===== src/rtl/cpu_params_pkg.sv =====
// Shared CPU constants and types for the memory-mapped timer/IRQ window.
// Holds the register width, default MMR window map, the target-select enum,
// the bus-interface FSM state enum and the write-strobe bundle.
package cpu_params_pkg;

    localparam int unsigned RSZ = 32;

    localparam logic [31:0] MMR_BASE_DFLT  = 32'h0200_0000;
    localparam logic [15:0] MSIP_OFS_DFLT  = 16'h0000;
    localparam logic [15:0] MTCMP_OFS_DFLT = 16'h4000;
    localparam logic [15:0] MTIME_OFS_DFLT = 16'hBFF8;

    typedef enum logic [2:0] {
        MMR_NONE,
        MMR_MSIP,
        MMR_MTCMP_LO,
        MMR_MTCMP_HI,
        MMR_MTIME_LO,
        MMR_MTIME_HI
    } mmr_sel_t;

    typedef enum logic {
        ST_IDLE,
        ST_RESP
    } mmr_state_t;

    // One-cycle write strobes towards irq
    typedef struct packed {
        logic msip;
        logic mtcmp_lo;
        logic mtcmp_hi;
        logic mtime_lo;
        logic mtime_hi;
    } mmr_strb_t;

endpackage


===== src/rtl/mmr_decode.sv =====
// Combinational address decoder for the MMR window.
// Ports: req_addr (byte address) in; sel_c (decoded target) and err_c
// (misaligned, outside the window, or unmapped offset) out.
module mmr_decode
    import cpu_params_pkg::*;
#(
    parameter logic [31:0] MMR_BASE  = MMR_BASE_DFLT,
    parameter logic [15:0] MSIP_OFS  = MSIP_OFS_DFLT,
    parameter logic [15:0] MTCMP_OFS = MTCMP_OFS_DFLT,
    parameter logic [15:0] MTIME_OFS = MTIME_OFS_DFLT
) (
    input  logic [RSZ-1:0] req_addr,
    output mmr_sel_t       sel_c,
    output logic           err_c
);

    localparam logic [15:0] MTCMP_HI_OFS = MTCMP_OFS + 16'd4;
    localparam logic [15:0] MTIME_HI_OFS = MTIME_OFS + 16'd4;

    logic [15:0] ofs;
    logic        in_window;

    assign ofs       = req_addr[15:0];
    assign in_window = (req_addr[RSZ-1:16] == MMR_BASE[RSZ-1:16]);

    // Offset lookup; anything misaligned or outside the window decodes to NONE
    always_comb begin
        sel_c = MMR_NONE;
        if (ofs == MSIP_OFS)          sel_c = MMR_MSIP;
        else if (ofs == MTCMP_OFS)    sel_c = MMR_MTCMP_LO;
        else if (ofs == MTCMP_HI_OFS) sel_c = MMR_MTCMP_HI;
        else if (ofs == MTIME_OFS)    sel_c = MMR_MTIME_LO;
        else if (ofs == MTIME_HI_OFS) sel_c = MMR_MTIME_HI;
        if (!in_window || (req_addr[1:0] != 2'b00)) sel_c = MMR_NONE;
        err_c = (sel_c == MMR_NONE);
    end

endmodule


===== src/rtl/mmr_bus_if.sv =====
// Slave bus interface for the timer/IRQ register window.
// Accepts one MEM-stage request at a time (IDLE -> RESP -> IDLE), produces
// one-cycle write strobes plus registered write data for irq, and returns
// registered read data / error on a valid/ready response channel.
// Ports: clk_in, reset_in (async active-low); req_* request channel;
// rsp_* response channel; *_wr strobes and mmr_wr_data to irq;
// mtime, mtimecmp, sw_irq from irq.
// Config: MMR_SNAPSHOT_EN builds an mtime high-word shadow latched on a
// low-word read, giving atomic 64-bit mtime reads.
module mmr_bus_if
    import cpu_params_pkg::*;
#(
    parameter logic [31:0] MMR_BASE  = MMR_BASE_DFLT,
    parameter logic [15:0] MSIP_OFS  = MSIP_OFS_DFLT,
    parameter logic [15:0] MTCMP_OFS = MTCMP_OFS_DFLT,
    parameter logic [15:0] MTIME_OFS = MTIME_OFS_DFLT
) (
    input  logic             clk_in,
    input  logic             reset_in,
    input  logic             req_valid,
    output logic             req_ready,
    input  logic             req_wr,
    input  logic [RSZ-1:0]   req_addr,
    input  logic [RSZ-1:0]   req_wr_data,
    output logic             rsp_valid,
    input  logic             rsp_ready,
    output logic [RSZ-1:0]   rsp_rd_data,
    output logic             rsp_err,
    output logic             mtime_lo_wr,
    output logic             mtime_hi_wr,
    output logic             mtimecmp_lo_wr,
    output logic             mtimecmp_hi_wr,
    output logic             msip_wr,
    output logic [RSZ-1:0]   mmr_wr_data,
    input  logic [2*RSZ-1:0] mtime,
    input  logic [2*RSZ-1:0] mtimecmp,
    input  logic             sw_irq
);

    mmr_state_t     state_q, state_d;
    mmr_strb_t      strb_q, strb_d;
    logic [RSZ-1:0] rd_data_q, rd_data_d;
    logic [RSZ-1:0] wr_data_q, wr_data_d;
    logic           err_q, err_d;
    mmr_sel_t       dec_sel;
    logic           dec_err;
    logic           accept_c;
    logic [RSZ-1:0] rd_val_c;
    logic [RSZ-1:0] mtime_hi_val_c;

    mmr_decode #(
        .MMR_BASE  (MMR_BASE),
        .MSIP_OFS  (MSIP_OFS),
        .MTCMP_OFS (MTCMP_OFS),
        .MTIME_OFS (MTIME_OFS)
    ) u_decode (
        .req_addr (req_addr),
        .sel_c    (dec_sel),
        .err_c    (dec_err)
    );

    assign accept_c = (state_q == ST_IDLE) && req_valid;

`ifdef MMR_SNAPSHOT_EN
    logic [RSZ-1:0] shadow_q, shadow_d;

    // Latch the upper mtime half whenever the low word is read
    always_comb begin
        shadow_d = shadow_q;
        if (accept_c && !req_wr && (dec_sel == MMR_MTIME_LO)) shadow_d = mtime[2*RSZ-1:RSZ];
    end

    always_ff @(posedge clk_in or negedge reset_in) begin
        if (!reset_in) shadow_q <= '0;
        else           shadow_q <= shadow_d;
    end

    assign mtime_hi_val_c = shadow_q;
`else
    assign mtime_hi_val_c = mtime[2*RSZ-1:RSZ];
`endif

    // Read mux over live irq values
    always_comb begin
        rd_val_c = '0;
        case (dec_sel)
            MMR_MSIP:     rd_val_c = {(RSZ-4)'(0), sw_irq, 3'b000};
            MMR_MTCMP_LO: rd_val_c = mtimecmp[RSZ-1:0];
            MMR_MTCMP_HI: rd_val_c = mtimecmp[2*RSZ-1:RSZ];
            MMR_MTIME_LO: rd_val_c = mtime[RSZ-1:0];
            MMR_MTIME_HI: rd_val_c = mtime_hi_val_c;
            default:      rd_val_c = '0;
        endcase
    end

    // Next state
    always_comb begin
        state_d = state_q;
        case (state_q)
            ST_IDLE: if (req_valid) state_d = ST_RESP;
            ST_RESP: if (rsp_ready) state_d = ST_IDLE;
            default: state_d = ST_IDLE;
        endcase
    end

    // Handshake outputs decoded from state
    always_comb begin
        req_ready = 1'b0;
        rsp_valid = 1'b0;
        case (state_q)
            ST_IDLE: req_ready = 1'b1;
            ST_RESP: rsp_valid = 1'b1;
            default: req_ready = 1'b0;
        endcase
    end

    // Capture on accept; strobes self-clear since RESP never accepts
    always_comb begin
        rd_data_d = rd_data_q;
        wr_data_d = wr_data_q;
        err_d     = err_q;
        strb_d    = '0;
        if (accept_c) begin
            wr_data_d = req_wr_data;
            err_d     = dec_err;
            rd_data_d = (req_wr || dec_err) ? '0 : rd_val_c;
            if (req_wr && !dec_err) begin
                strb_d.msip     = (dec_sel == MMR_MSIP);
                strb_d.mtcmp_lo = (dec_sel == MMR_MTCMP_LO);
                strb_d.mtcmp_hi = (dec_sel == MMR_MTCMP_HI);
                strb_d.mtime_lo = (dec_sel == MMR_MTIME_LO);
                strb_d.mtime_hi = (dec_sel == MMR_MTIME_HI);
            end
        end
    end

    always_ff @(posedge clk_in or negedge reset_in) begin
        if (!reset_in) begin
            state_q   <= ST_IDLE;
            strb_q    <= '0;
            rd_data_q <= '0;
            wr_data_q <= '0;
            err_q     <= 1'b0;
        end else begin
            state_q   <= state_d;
            strb_q    <= strb_d;
            rd_data_q <= rd_data_d;
            wr_data_q <= wr_data_d;
            err_q     <= err_d;
        end
    end

    assign rsp_rd_data    = rd_data_q;
    assign rsp_err        = err_q;
    assign mmr_wr_data    = wr_data_q;
    assign msip_wr        = strb_q.msip;
    assign mtimecmp_lo_wr = strb_q.mtcmp_lo;
    assign mtimecmp_hi_wr = strb_q.mtcmp_hi;
    assign mtime_lo_wr    = strb_q.mtime_lo;
    assign mtime_hi_wr    = strb_q.mtime_hi;

endmodule


===== config.mk =====
export PLATFORM = sky130hd
export DESIGN_NAME = mmr_bus_if
export DESIGN_NICKNAME = d
export VERILOG_FILES = /design/src/rtl/cpu_params_pkg.sv /design/src/rtl/mmr_decode.sv /design/src/rtl/mmr_bus_if.sv
export SDC_FILE = /design/constraint.sdc
export NUM_CORES = 1
export LEC_CHECK = 0
export ABC_AREA = 1
export CORE_MARGIN = 2
export CORE_UTILIZATION = 40
export CTS_CLUSTER_DIAMETER = 60
export DETAILED_ROUTE_END_ITERATION = 12
export PLACE_DENSITY = 0.87
export SLEW_MARGIN = 5
export SYNTH_ARGS = -nofsm -noshare
export SYNTH_HDL_FRONTEND = slang
export SYNTH_SLANG_ARGS = --single-unit
export TNS_END_PERCENT = 1

===== constraint.sdc =====
create_clock -name clk_in -period 4 [get_ports clk_in]
set_clock_uncertainty 0.1 [all_clocks]
set_input_delay 0.8 -clock clk_in [delete_from_list [all_inputs] [get_ports clk_in]]
set_output_delay 0.8 -clock clk_in [all_outputs]
set_load 0.05 [all_outputs]

==> flow_summary.yaml <==
outcome:
  outcome: "finished, final reports clean"
clocking:
  clockBufferDepth: 2
  post_cts_buffers: 0
  clk_pin_slew_ns: 0.08
  clock-root-buffer: "clkbuf_8"
  cts_hold_buf: 0
  cts_buffers: 9
  htree_num_levels: 3
  clock_latency_ns: 0.34
  cts_tree: "built"
  clkSinkCount: 71
  cts-resized-gates: 0
power:
  intPower_mw: 1.34
  switching_share_pct: 34.9
  p_switching_mw: 0.722
  seq_power_share_pct: 39.6
  pwr-share-clk_pct: 24.8
  leakagePower_nw: 3.68
  p_total_mw: 2.06
  power_density_nw_per_um2: 291
  combinationalPowerShare_pct: 35.5
  irDropWorstVdd_mv: 0.238
sta:
  post-route-period-util_pct: 68.4
  relSlewSlack_pct: 40.3
  rsz0062_at_grt: "no"
  setup_viol: 0
  finalWorstSetupSlack_ns: 1.26
  slew_viol_final: 0
  tns_ns: 0
  finalHoldViolCount: 0
  max_freq_ghz: 0.365
  fin_crit_ns: 2.74
  worst_pin_slew_ns: 0.895
  timing.hold.ws_ns: 0.382
drt:
  drc: 0
  routed_wl_um: 14100
  wl_per_cell_um: 13.4
  drt-initial-drc-count: 237
  antenna_left: 0
  viasPerCell: 4.54
  drt-pass1-iter-count: 5
  vias: 4749
floorplan:
  core_um2: 10300
  rows: 37
  start_util_pct: 41.0
  die-area_um2: 11400
  die_x_um: 107
  pin_count: 270
  die_y_um: 107
synth:
  syn_nets: 849
  yosysSeqAreaShare_pct: 42.2
  synthesis.area_um2: 4210
  synth-seq-cells: 71
  yosys_warnings: 0
  synth_area_leaders: "dfrtp_1, nand2_1, nor2_1"
  synth_area_leader_cell: "dfrtp_1"
  ys_async_sr_fraction_pct: 100
  synthCells: 651
  synth_top_area_share_pct: 42.2
  synth_edf_count: 0
  synth.avg_cell_area_um2: 6.47
  synthFlopType: "dfrtp_1"
  yosysUniqueCellTypes: 21
  synth_common_cells: "nand2_1, nor2_1, dfrtp_1"
  synth_most_common_cell: "nand2_1"
placed_design:
  placedCellCount: 1032
  hpwl_um: 10400
  numPortBuffers: 269
  dpl_cell_area_um2: 6930
  dp_slack_ns: 0.898
  gp_congestion: 0.874
setup_path:
  crit_chain: "clkdlybuf4s50_1, inv_1, nor2_1, nand2_1, nor2_1, nand2_1, nand3_1, nand2_1, nand2_4, inv_2, nand3_1, nand2_1, nand2_1, nand2_1"
  crit_slowest_cell: "clkdlybuf4s50_1"
  cp.required_ns: 4.17
  critPathMaxStageDelay_ns: 0.51
  crit-reg2reg-launch: "state_q"
  ff2ff_setup_slack_ns: 2.48
  path_class: "in -> reg"
  endpoint_kind: "register"
  worst_path_most_repeated_cell: "nand2_1"
  worstPathMaxFanout: 32
  r2r_end: "state_q"
  cp.arrival_ns: 2.91
  worstSetupStartpoint: "req_addr[2]"
  critPathLaunchType: "input pin"
  reg2reg_depth: 4
  crit_path_end: "rsp_rd_data[11]"
cells_and_area:
  fin_nets: 1105
  final_cell_area_um2: 7100
  area_growth_pct: 68.6
  fill_cells: 892
  final_core_utilization_pct: 69.1
  n_antenna_cell: 0
  drive_above_1_share_pct: 4.39
  fin_cells: 1047
global_route:
  grt_pass1_wl_um: 22700
  antenna_found_initial: 0
  grt_pass1_vias: 4723
  grt.total_usage_pct: 25.1
  grt_max_degree: 72
  grt-ovfl-total: 0
worst_hold_path:
  min_path_type: "reg -> reg"
run:
  drv_cap: 0
flip-flops by register name (all words and copies together), names as in the netlist:
name,count
rsp_rd_data,32
rsp_err,1
state_q,1
mtimecmp_hi_wr,1
mmr_wr_data,32
mtime_hi_wr,1
mtime_lo_wr,1
msip_wr,1
mtimecmp_lo_wr,1
per-layer routing:
layer / vias up / share of wire [%] / GRT usage [%]
met2: 176 / 50 / 45.3
li1: 2451 / - / -
met4: 0 / 2.4 / 9.18
met1: 2098 / 40 / 28.8
met5: - / 0 / 0
met3: 24 / 8.0 / 5.96
layout by cell type (no fill, tap or decap), types with 2 or more instances in the layout:
cell	count
nand2_4	2
nor2_4	4
nand2_2	5
inv_1	49
nor2_1	95
buf_4	5
inv_2	4
clkbuf_8	10
clkinv_2	2
nand2_1	339
clkinvlp_4	2
clkdlybuf4s50_1	268
nand4_1	5
nand3_1	41
nor2_8	2
dfrtp_1	71
cell type report:
class | instances | area, µm² | share of cell area [%]
repair buffers | 273 | 2720 | 38.3
multi-input cells | 498 | 2060 | 29.0
flip-flops and latches | 71 | 1780 | 25.0
inverters | 54 | 203 | 2.86
well taps | 136 | 170 | 2.40
clock buffers | 10 | 138 | 1.94
clock inverters | 5 | 33.8 | 0.476
critical path, delay by kind of cell:
kind / cells / cell delay [ns]
buf+inv: 3 / 1.07
simple gates: 11 / 1.00
logic make-up after synthesis:
group	share of synthesized area (%)
buffers and inverters	9.01
AOI/OAI and AO/OA	0.505
DFF	42.2
and+or+nand+nor	48.3
worst min-delay path by stage:
stage                    start              end  depth (start not counted)
2_1_floorplan         reset_in   mmr_wr_data[0]                          0
3_3_place_gp   rsp_rd_data[31]  rsp_rd_data[31]                          2
3_5_place_dp   mmr_wr_data[21]  mmr_wr_data[21]                          2
4_1_cts        mmr_wr_data[21]  mmr_wr_data[21]                          2
5_1_grt        rsp_rd_data[30]  rsp_rd_data[30]                          2
6_report       mmr_wr_data[21]  mmr_wr_data[21]                          2
power by group through the flow:
stage	registers [mW]	logic, mW	clock network (mW)
2_1_floorplan	1.07	0.107	0
3_5_place_dp	0.832	0.738	0
5_1_grt	0.827	0.776	0.566
4_1_cts	0.819	0.739	0.529
6_report	0.819	0.733	0.513
3_3_place_gp	0.829	0.730	0
(Power assumes the default switching activity.)
